File: config.mk
export PLATFORM = sky130hd
export DESIGN_NAME = l7_data_mem
export DESIGN_NICKNAME = d
export VERILOG_FILES = /design/src/rtl/l7_data_mem.sv
export SDC_FILE = /design/constraint.sdc
export NUM_CORES = 2
export LEC_CHECK = 0
export BUFFER_PORTS_ARGS = -buffer_cell sky130_fd_sc_hd__clkbuf_2
export CORE_UTILIZATION = 63
export DETAILED_ROUTE_END_ITERATION = 10
export PLACE_DENSITY = 0.78
export SETUP_SLACK_MARGIN = 0.1
export SLEW_MARGIN = 20
export SYNTH_ARGS = -nofsm -noshare
export SYNTH_HDL_FRONTEND = slang
export SYNTH_SLANG_ARGS = --single-unit
File: constraint.sdc
create_clock -name clk -period 6.05 [get_ports clk]
set_input_delay 0.9075 -clock clk [delete_from_list [all_inputs] [get_ports clk]]
set_output_delay 0.9075 -clock clk [all_outputs]
set_load 0.05 [all_outputs]
File: src/rtl/l7_data_mem.sv
// Synchronous-write, pipelined-read data memory with request/ready handshake.
// After every reset a clear sequencer fills the whole array with INIT_VAL before RUN.
module l7_data_mem #(
  parameter int unsigned          DATA_W   = 16,
  parameter int unsigned          ADDR_W   = 8,
  parameter int unsigned          RD_LAT   = 1,
  parameter logic [DATA_W-1:0]    INIT_VAL = '0
) (
  input  logic              clk,
  input  logic              rst_n,
  input  logic              req,
  input  logic              MemWr,
  input  logic [ADDR_W-1:0] address,
  input  logic [DATA_W-1:0] DataIn,
  output logic              ready,
  output logic [DATA_W-1:0] DataOut,
  output logic              rd_valid
);

  localparam int unsigned Depth = 2 ** ADDR_W;
  localparam logic [ADDR_W-1:0] PtrLast = '1;

  if (RD_LAT < 1 || RD_LAT > 3) begin : g_bad_lat
    $error("l7_data_mem: RD_LAT must be in 1..3");
  end

  typedef enum logic [0:0] {StClear, StRun} state_e;

  state_e            state_q, state_d;
  logic [ADDR_W-1:0] ptr_q, ptr_d;
  logic              rd_acc, wr_acc;

  logic [DATA_W-1:0] mem_q [Depth];
  logic [RD_LAT-1:0] vld_q;
  logic [DATA_W-1:0] dat_q [RD_LAT];

  assign ready  = (state_q == StRun);
  assign rd_acc = req & ready & ~MemWr;
  assign wr_acc = req & ready & MemWr;

  always_comb begin
    state_d = state_q;
    ptr_d   = ptr_q;
    unique case (state_q)
      StClear: begin
        ptr_d = ptr_q + ADDR_W'(1);
        // Exit decoded on the last address, not on pointer wrap.
        if (ptr_q == PtrLast) state_d = StRun;
      end
      StRun:   state_d = StRun;
      default: state_d = StClear;
    endcase
  end

  always_ff @(posedge clk or negedge rst_n) begin
    if (!rst_n) begin
      state_q <= StClear;
      ptr_q   <= '0;
    end else begin
      state_q <= state_d;
      ptr_q   <= ptr_d;
    end
  end

  // Storage has no reset; the clear sequencer owns the write port until RUN.
  always_ff @(posedge clk) begin
    if (!ready) begin
      mem_q[ptr_q] <= INIT_VAL;
    end else if (wr_acc) begin
      mem_q[address] <= DataIn;
    end
  end

  // Data is captured at acceptance so later writes cannot leak into an in-flight read.
  // Each stage only loads on a valid beat, so the last stage holds between reads.
  always_ff @(posedge clk or negedge rst_n) begin
    if (!rst_n) begin
      vld_q <= '0;
      for (int unsigned i = 0; i < RD_LAT; i++) begin
        dat_q[i] <= '0;
      end
    end else begin
      vld_q[0] <= rd_acc;
      if (rd_acc) dat_q[0] <= mem_q[address];
      for (int unsigned i = 1; i < RD_LAT; i++) begin
        vld_q[i] <= vld_q[i-1];
        if (vld_q[i-1]) dat_q[i] <= dat_q[i-1];
      end
    end
  end

  assign DataOut  = dat_q[RD_LAT-1];
  assign rd_valid = vld_q[RD_LAT-1];

endmodule

==> metrics <==
EDFF count, synth=4096; RSZ-0062 raised after global routing=false; leading cell types in the layout, fill and taps excluded=edfxtp_1, mux4_2, buf_4, mux2i_1, clkbuf_16; syn_nets=~7.4k; Post-synth top flop=edfxtp_1; crit-path leading delay family=simple AND/OR/NAND/NOR gates; antenna violations before repair=30; Max-Cap Viols=0; Max Transition Viols Final=0; post-synthesis register bit count=4122; Max-slew headroom=12.5%; mapped cell area=~160000 sq um; Reg2Reg Launch Point=ready; Netlist cell types=between 60 and 70; Clock transition at path regs=0.06 ns; Fin Hold WS=~0.081 ns; final hold vios=0; post-synthesis async set-or-reset flop share=less than 1%; leakage power=~0.047 uW; vias=83.7k; Setup WS post-layout=roughly 1.6 ns; YS warnings=0; VDD IR max=0.000283 V; Slew @ Worst Pin=1.31 ns; die height=just over 500 microns; Setup TNS=0 ns; sequential fraction of the synthesis area=around four fifths; Power Dens Cells=321 nW/um^2; core area=249000 sq um; Setup Skew=a little over 0.08 ns; worst endpoint data arrival time=approximately 5.1 ns; clock tree buffer depth=4; post_cts resized=0; CP max-delay cell=nand3_2; post-DP HPWL=253000 microns; DIE AREA=about 250000 sq um; final design utilization=71.4%; Largest stage delay, worst path=0.85 ns; clk_lat worst skew=1.00 ns; # rows=183; setup bufs post-CTS=0; Critical Path Source Type=flop; Initial Util=63.5%; Placed Cells=10.8k; fill count=13.7k; Post-Syn Instances=7343; CTS Buf Count=about 400; DRC=0; Die Wd=503 microns; Syn-to-layout area delta=12.5%; number of H-tree levels=5; Buffers on Ports=45; fin crit share=~74%; grt ovf=0; worst r2r dst=mem_q[9][2]; First-pass DRT Iterations=8; Routed WL per cell=~38 microns; Post-Place Setup Slack=1.23 ns; Root Buffer=clkbuf_16; status=complete, no violations; WP data required=approximately 6.7 ns; vias in the first global route=83.0k; syn_area_per_cell=21.5 sq um; final wirelength=442000 microns; nature of the critical path endpoint=flop; crit-path cells=nand3_1, nand2_1, nand3_2, nor2_1, buf_4; GPL Wtd Cong=0.942; Via-to-Cell Ratio=7.25; Reg2Reg Setup Slack=1.59 ns; Sink Count=4122; Final setup violation count=0; remaining antenna violation count=0; cts hold-fix bufs=0; CTS tree=yes; Fmax=224 MHz; total track usage=35.4%; fin nets=between 7k and 8k; global-route wire length before repair=about 620000 microns; First DRT Iteration DRCs=13.9k; layout cells sized above 1=between 20% and 30%; commonest non-fill, non-tap cell in the layout=edfxtp_1; critical path class=flop to flop; HP Class=input port to asynchronous set/reset pin; largest net degree at the start of global routing=169; io pins=46; crit path time final=4.46 ns; reg2reg path depth=5; WP buf/inv=1; Cell Count, Final, Fillers Out=roughly 12k; Worst Path Max Fanout=17
==> report_power, final <==
part | internal (uW) | leakage [uW] | switching, uW
clock | 14000 | 0.00617 | 10600
combinational | 514 | 0.0121 | 1100
sequential | 30900 | 0.0286 | 0
total | 45500 | 0.0469 | 11700
==> flip-flops by register name (all words and copies together) (netlist names) <==
name      flops
ready         1
ptr_q         8
DataOut      16
rd_valid      1
mem_q      4096
==> metal layers <==
metal	GRT usage (%)	wire length (microns)	vias up	share of wire, %
li1	-	-	32100	-
met1	45.7	143000	42800	32
met2	53.4	203000	7333	46
met3	10.8	63400	1528	14
met4	21.4	32100	24	7.3
met5	0	597	-	0.14
==> synthesized netlist by cell type, drive strengths merged, types with 47 or more instances <==
cell	number	area share, %
edfxtp	4096	78
o21ai	65	0.21
nor2	289	0.69
clkbuf	216	0.51
a22oi	258	1.2
and2	47	0.19
mux4	842	12
nand3	87	0.28
mux2i	406	2.6
nand2	155	0.37
buf	225	0.90
o22ai	143	0.57
a21oi	80	0.25
==> logic make-up (layout without fill, tap and decap cells) <==
family / after synthesis / in the layout / synth area share (%)
and+or+nand+nor: 699 / 699 / 2.02
muxes: 1270 / 1270 / 14.7
DFF: 4122 / 4122 / 78.2
buffers and inverters: 446 / 1291 / 1.43
xor gates and xnor gates: 7 / 7 / 0.0388
other: 0 / 32 / 0
adders and majority gates: 1 / 1 / 0.00791
AOI/OAI and AO/OA: 798 / 798 / 3.56
==> worst max path at each step <==
stage,to,start,slack [ns],cells after the start
finish,mem_q[9][2],ready,1.59,5
detailed placement,DataOut[1],address[0],1.23,8
floorplan,mem_q[0][10],ready,0.11,6
global route,mem_q[9][9],ready,1.60,5
CTS,mem_q[218][1],ready,1.86,6
global placement,DataOut[15],address[0],0.76,8
==> metrics by stage <==
step | total power, uW | area, sq um
6_report | 57100 | 178000
3_3_place_gp | 33000 | 165000
4_1_cts | 57100 | 178000
5_1_grt | 58200 | 178000
3_5_place_dp | 33100 | 165000
2_1_floorplan | 32500 | 158000
==> area by class of cell <==
cell class	instances	area [sq um]	area share, %
Sequential cell	4122	124000	69.5
Multi-Input combinational cell	2775	32400	18.2
Clock buffer	485	10500	5.88
Timing Repair Buffer	567	4790	2.69
Tap cell	3330	4170	2.34
Clock inverter	234	2290	1.29
Antenna cell	32	80.1	0.0450
Inverter	5	25.0	0.0141
==> worst reg2reg max path: stages, from the launching register on <==
cell and delay, ns:
dfrtp_1 0.78, nand3_1 0.64, nand2_1 0.77, nand3_2 0.85
nor2_1 0.75, buf_4 0.34
(Power assumes the default switching activity.)
